## config.mk

```make
export PLATFORM = sky130hd
export DESIGN_NAME = spmm_bsr_seq
export DESIGN_NICKNAME = d
export VERILOG_FILES = /design/src/rtl/spmm_bsr_seq.sv
export SDC_FILE = /design/constraint.sdc
export NUM_CORES = 1
export LEC_CHECK = 0
export CAP_MARGIN = 20
export CORE_MARGIN = 2
export CORE_UTILIZATION = 50
export CTS_CLUSTER_SIZE = 8
export DETAILED_ROUTE_END_ITERATION = 10
export PLACE_DENSITY = 0.84
export RECOVER_POWER = 25
export SLEW_MARGIN = 20
export SYNTH_ARGS = -nofsm -noshare
export SYNTH_HDL_FRONTEND = slang
export SYNTH_SLANG_ARGS = --single-unit
```

## constraint.sdc

```tcl
create_clock -name clk -period 4.24 [get_ports clk]
set_clock_uncertainty 0.05 [all_clocks]
set_input_delay 0.848 -clock clk [delete_from_list [all_inputs] [get_ports clk]]
set_output_delay 0.848 -clock clk [all_outputs]
set_load 0.02 [all_outputs]
```

## src/rtl/spmm_bsr_seq.sv

```systemverilog
// Block-sparse (BSR) AV-multiply sequencer: walks row_ptr/col_idx and streams one
// (row, col, dim) beat per non-zero block per head dimension, with a wrapping checksum.
module spmm_bsr_seq #(
  parameter int unsigned CNT_W  = 16,
  parameter int unsigned IDX_W  = 16,
  parameter int unsigned CSUM_W = 64
) (
  input  logic              clk,
  input  logic              rstn,
  input  logic              start,
  input  logic              abort,
  input  logic [CNT_W-1:0]  cfg_m_blocks,
  input  logic [CNT_W-1:0]  cfg_d,
  output logic              rp_rd_en,
  output logic [CNT_W:0]    rp_addr,
  input  logic [IDX_W-1:0]  rp_data,
  output logic              ci_rd_en,
  output logic [IDX_W-1:0]  ci_addr,
  input  logic [IDX_W-1:0]  ci_data,
  output logic              out_valid,
  input  logic              out_ready,
  output logic [CNT_W-1:0]  out_row,
  output logic [IDX_W-1:0]  out_col,
  output logic [CNT_W-1:0]  out_d,
  output logic              busy,
  output logic              done,
  output logic [CSUM_W-1:0] checksum_out,
  output logic              err_sticky
);

  typedef enum logic [2:0] {
    StIdle, StRp0, StRp1, StRpw, StCi, StCiw, StEmit, StDone
  } state_e;

  state_e             state_q, state_d;
  logic [CNT_W-1:0]   r_q, r_d, d_q, d_d;
  logic [IDX_W-1:0]   k_q, k_d, beg_q, beg_d, end_q, end_d, col_q, col_d;
  logic [CSUM_W-1:0]  csum_q, csum_d, csum_out_q, csum_out_d;
  logic               err_q, err_d;

  // Increments and limits compared one bit wider so all-ones configs do not wrap.
  logic [CNT_W:0]     r_inc, d_inc;
  logic [IDX_W:0]     k_inc;
  logic               row_more, dim_more, blk_more;
  logic [CSUM_W-1:0]  beat_sum;

  assign r_inc    = {1'b0, r_q} + (CNT_W+1)'(1);
  assign d_inc    = {1'b0, d_q} + (CNT_W+1)'(1);
  assign k_inc    = {1'b0, k_q} + (IDX_W+1)'(1);
  assign row_more = r_inc < {1'b0, cfg_m_blocks};
  assign dim_more = d_inc < {1'b0, cfg_d};
  assign blk_more = k_inc < {1'b0, end_q};
  assign beat_sum = CSUM_W'(r_q) + CSUM_W'(col_q) + CSUM_W'(d_q);

  always_comb begin
    state_d    = state_q;
    r_d        = r_q;
    d_d        = d_q;
    k_d        = k_q;
    beg_d      = beg_q;
    end_d      = end_q;
    col_d      = col_q;
    csum_d     = csum_q;
    csum_out_d = csum_out_q;
    err_d      = err_q;
    rp_rd_en   = 1'b0;
    rp_addr    = '0;
    ci_rd_en   = 1'b0;
    ci_addr    = '0;
    out_valid  = 1'b0;
    busy       = 1'b0;
    done       = 1'b0;

    unique case (state_q)
      StIdle: begin
        if (start) begin
          r_d    = '0;
          k_d    = '0;
          d_d    = '0;
          csum_d = '0;
          err_d  = 1'b0;
          state_d = (cfg_m_blocks == '0 || cfg_d == '0) ? StDone : StRp0;
        end
      end
      StRp0: begin
        busy     = 1'b1;
        rp_rd_en = 1'b1;
        rp_addr  = {1'b0, r_q};
        state_d  = StRp1;
      end
      StRp1: begin
        busy     = 1'b1;
        beg_d    = rp_data;
        rp_rd_en = 1'b1;
        rp_addr  = r_inc;
        state_d  = StRpw;
      end
      StRpw: begin
        busy  = 1'b1;
        end_d = rp_data;
        k_d   = beg_q;
        if (rp_data > beg_q) begin
          state_d = StCi;
        end else begin
          // Malformed rows are flagged but otherwise skipped like empty ones.
          if (rp_data < beg_q) err_d = 1'b1;
          if (row_more) begin
            r_d     = r_inc[CNT_W-1:0];
            state_d = StRp0;
          end else begin
            state_d = StDone;
          end
        end
      end
      StCi: begin
        busy     = 1'b1;
        ci_rd_en = 1'b1;
        ci_addr  = k_q;
        state_d  = StCiw;
      end
      StCiw: begin
        busy    = 1'b1;
        col_d   = ci_data;
        d_d     = '0;
        state_d = StEmit;
      end
      StEmit: begin
        busy      = 1'b1;
        out_valid = 1'b1;
        if (out_ready) begin
          csum_d = csum_q + beat_sum;
          if (dim_more) begin
            d_d = d_inc[CNT_W-1:0];
          end else if (blk_more) begin
            k_d     = k_inc[IDX_W-1:0];
            state_d = StCi;
          end else if (row_more) begin
            r_d     = r_inc[CNT_W-1:0];
            state_d = StRp0;
          end else begin
            state_d = StDone;
          end
        end
      end
      StDone: begin
        done       = 1'b1;
        csum_out_d = csum_q;
        state_d    = StIdle;
      end
      default: state_d = StIdle;
    endcase

    // Abort wins over start and over any beat handshake this cycle.
    if (abort && state_q != StIdle) begin
      state_d    = StIdle;
      csum_d     = csum_q;
      csum_out_d = csum_out_q;
    end
  end

  always_ff @(posedge clk or negedge rstn) begin
    if (!rstn) begin
      state_q    <= StIdle;
      r_q        <= '0;
      d_q        <= '0;
      k_q        <= '0;
      beg_q      <= '0;
      end_q      <= '0;
      col_q      <= '0;
      csum_q     <= '0;
      csum_out_q <= '0;
      err_q      <= 1'b0;
    end else begin
      state_q    <= state_d;
      r_q        <= r_d;
      d_q        <= d_d;
      k_q        <= k_d;
      beg_q      <= beg_d;
      end_q      <= end_d;
      col_q      <= col_d;
      csum_q     <= csum_d;
      csum_out_q <= csum_out_d;
      err_q      <= err_d;
    end
  end

  assign out_row      = r_q;
  assign out_col      = col_q;
  assign out_d        = d_q;
  assign checksum_out = csum_out_q;
  assign err_sticky   = err_q;

endmodule

```

==> results.yml <==
outcome:
  status: "finished with violations"
  violations: "max-capacitance violations, max-slew violations"
power_and_ir_drop:
  power_leakage_nw: 8.31
  ir_drop_uv: 298
  powerDensity_nw_per_um2: 451
synth:
  ys.flop_type: "dfrtp_1"
  synth-seq-cells: 228
  async_flop_share_pct: 100
  synth-edff-count: 0
  netlist_instances: 1544
  syn_area_um2: 14400
  yosys.area.top_type: "dfrtp_1"
  postSynthNetCount: 1728
  synthTopCellsByCount: "dfrtp_1, inv_1, nand2_1"
  ys_warn_count: 0
  ys_types: 73
  synth.area.top_cells: "dfrtp_1, ha_1, mux2_2"
  avgSynthCellArea_um2: 9.32
  ys_seq_area_share_pct: 39.7
  yosysTopAreaCellShare_pct: 39.7
  yosysMostFrequentCell: "dfrtp_1"
cts:
  clockBufferDepth: 3
  cts_root_buf: "clkbuf_16"
  cts_buffers: 34
  clk_pin_slew_ps: 50
  htreeDepth: 2
  clk_latency_ps: 510
  numClockSinks: 228
  cts_tree: "yes"
placement:
  placed_area_um2: 17200
  port_buffers: 219
  routabilityCongestion: 0.959
  hpwl_um: 29900
timing:
  fin_crit_sh_pct: 96.7
  fmaxAchievable_ghz: 0.244
  fin_crit_ps: 4100
  setup_violations: 0
  tightest_slew_ps: 2590
  slew_viol_final: 99
  slew_headroom_pct: -72.5
  final-hold-violation-count: 0
setup_path:
  cp.depth: 15
  r2r_cells: 15
  max_stage_delay_ps: 540
  r2r_setup_slack_ps: 140
  arrival_ps: 4410
  setup.worst_path.start_class: "flop"
  required_ps: 4540
  crit_chain: "buf_4 > and3_1 > and3_1 > nand3_1 > nor3_1 > xnor2_1 > ha_1 > a211oi_1 > o21ai_0 > o221ai_1 > a31oi_2 > o22ai_1 > buf_4 > o41ai_1 > o41ai_2"
  crit_buf_inv: 2
  cpLargestDelayFamily: "compound AO/OA/AOI/OAI gates"
  endpoint_kind: "flop"
  worstSetupPathType: "reg2reg"
  crit_fanout: 10
  cpMaxStageDelayCell: "o41ai_1"
  r2r-end: "out_row[7]"
  timing.rr.start: "out_d[3]"
global_route:
  grt_pass1_vias: 12800
  grt_usage_pct: 26.8
  antenna_found_initial: 0
  gr-total-overflow: 0
  grt_max_degree: 99
  grt_first_pass_wirelength_um: 65400
min_path:
  hp-start: "csum_q[13]"
  whs_endpoint: "csum_q[13]"
  hold_path.class: "reg2reg"
  holdPathStages: 2
final_layout:
  syn_to_final_growth_pct: 26.3
  layout.nets: 1972
  final_area_um2: 18200
  fillers: 2258
  drive_gt1_share_pct: 10.9
  utilization_pct: 63.6
route:
  viasPerCell: 5.88
  routed_wl_um: 41000
  vias: 12800
  dr.pass1.iters: 9
  wl_per_cell_um: 18.8
  postRouteAntennaNets: 0
  drc_errors: 0
  drtIter0Drc: 992
floorplanning:
  die_w_um: 174
  fp.dieArea_um2: 30100
  initial_core_util_pct: 50.4
  coreArea_um2: 28500
  rows: 62
  die_y_um: 174
  ioPinCount: 220
run:
  drv_cap: 1
layer usage:
layer / global-route usage, % / vias up / wire, um
met1: 33.6 / 6223 / 16300
met4: 10.3 / 0 / 1420
met5: 0 / - / 0
met3: 6.64 / 104 / 3470
li1: - / 5888 / -
met2: 44.7 / 583 / 19800
what timing repair did:
item	4_1_cts	5_1_grt
hold buffers	0	0
gates resized for setup	0	18
setup buffers	0	1
setup endpoints to repair	0	79
logic make-up after synthesis:
kind of cell	after synthesis	synth area share, %
mux	98	7.44
fa+ha+maj	115	11.7
buf+inv	240	6.46
xor+xnor	56	3.41
compound gates	339	15.2
flops	228	39.7
simple gates	468	16.2
stage by stage:
step           worst slack [ps]  hold slack [ps]  total power [W]  setup TNS [ps]  instances
2_1_floorplan               168              392          0.00472               0       1544
3_3_place_gp                172              409          0.00567               0       2135
3_5_place_dp               66.1              416          0.00577               0       2135
4_1_cts                    34.3              375          0.00818               0       2174
5_1_grt                   -25.5              454          0.00868           -77.7       2175
6_report                    139              423          0.00819               0       2176
power breakdown:
part / internal [W] / leakage, nW / total, W / switching (W)
Sequential: 0.00251 / 3.08 / 0.00279 / 0.000280
Clock: 0.00142 / 0.440 / 0.00237 / 0.000944
Combinational: 0.00123 / 4.79 / 0.00303 / 0.00180
Total: 0.00517 / 8.31 / 0.00819 / 0.00302
worst register-to-register path, cell delays in order, from the launching register on:
cell      delay, ps
dfrtp_1         360
buf_4           150
and3_1          170
and3_1          360
nand3_1         200
nor3_1          230
xnor2_1         220
ha_1            240
a211oi_1         70
o21ai_0         160
o221ai_1        260
a31oi_2         360
o22ai_1         200
buf_4           220
o41ai_1         540
o41ai_2         170
layout by cell type (no fill, tap or decap), drive strengths merged, types with 4 or more instances in the layout:
cell             n
buf             51
a22o             6
and4             4
nor2b            5
fa              32
inv            178
a21oi           76
xnor2           42
or3             17
nand2          176
mux2            71
and3            30
nor4            21
o22ai            9
clkdlybuf4s50  218
nand4           25
or4              7
dfrtp          228
clkbuf          38
a31oi            5
a21o            20
a2111oi          5
o21a             4
o41ai            7
ha              83
nand3           64
nor2            55
mux2i           27
and2            27
a22oi            9
a2111o          11
o21bai           5
a211oi          12
xor2            14
nor3            17
o211ai           7
o31ai           18
nand2b          13
o21ai          120
final cells by class:
cell class	count	area [um2]	area share [%]
antenna	1	2.50	0.0138
clock inverter	4	38.8	0.214
timing repair buffer	272	2590	14.3
multi-input combinational	1076	7830	43.1
clock buffer	35	855	4.70
tap	384	480	2.64
sequential	228	5710	31.4
inverter	176	661	3.64
how the worst max path moves through the flow:
stage / startpoint / to
floorplan: out_row[0] / out_row[2]
global placement: rp_data[11] / out_row[9]
detailed placement: out_d[3] / out_row[9]
CTS: out_d[1] / csum_q[11]
global route: out_d[3] / out_row[7]
finish: out_d[3] / out_row[7]
sequential cells by signal, summed over array words and instances (netlist names), 3 cells and up:
| signal | cells |
|---|---|
| state_q | 3 |
| csum_q | 64 |
| k_q | 16 |
| out_d | 16 |
| out_col | 16 |
| checksum_out | 64 |
| out_row | 16 |
| end_q | 16 |
| beg_q | 16 |
(Power assumes the default switching activity.)
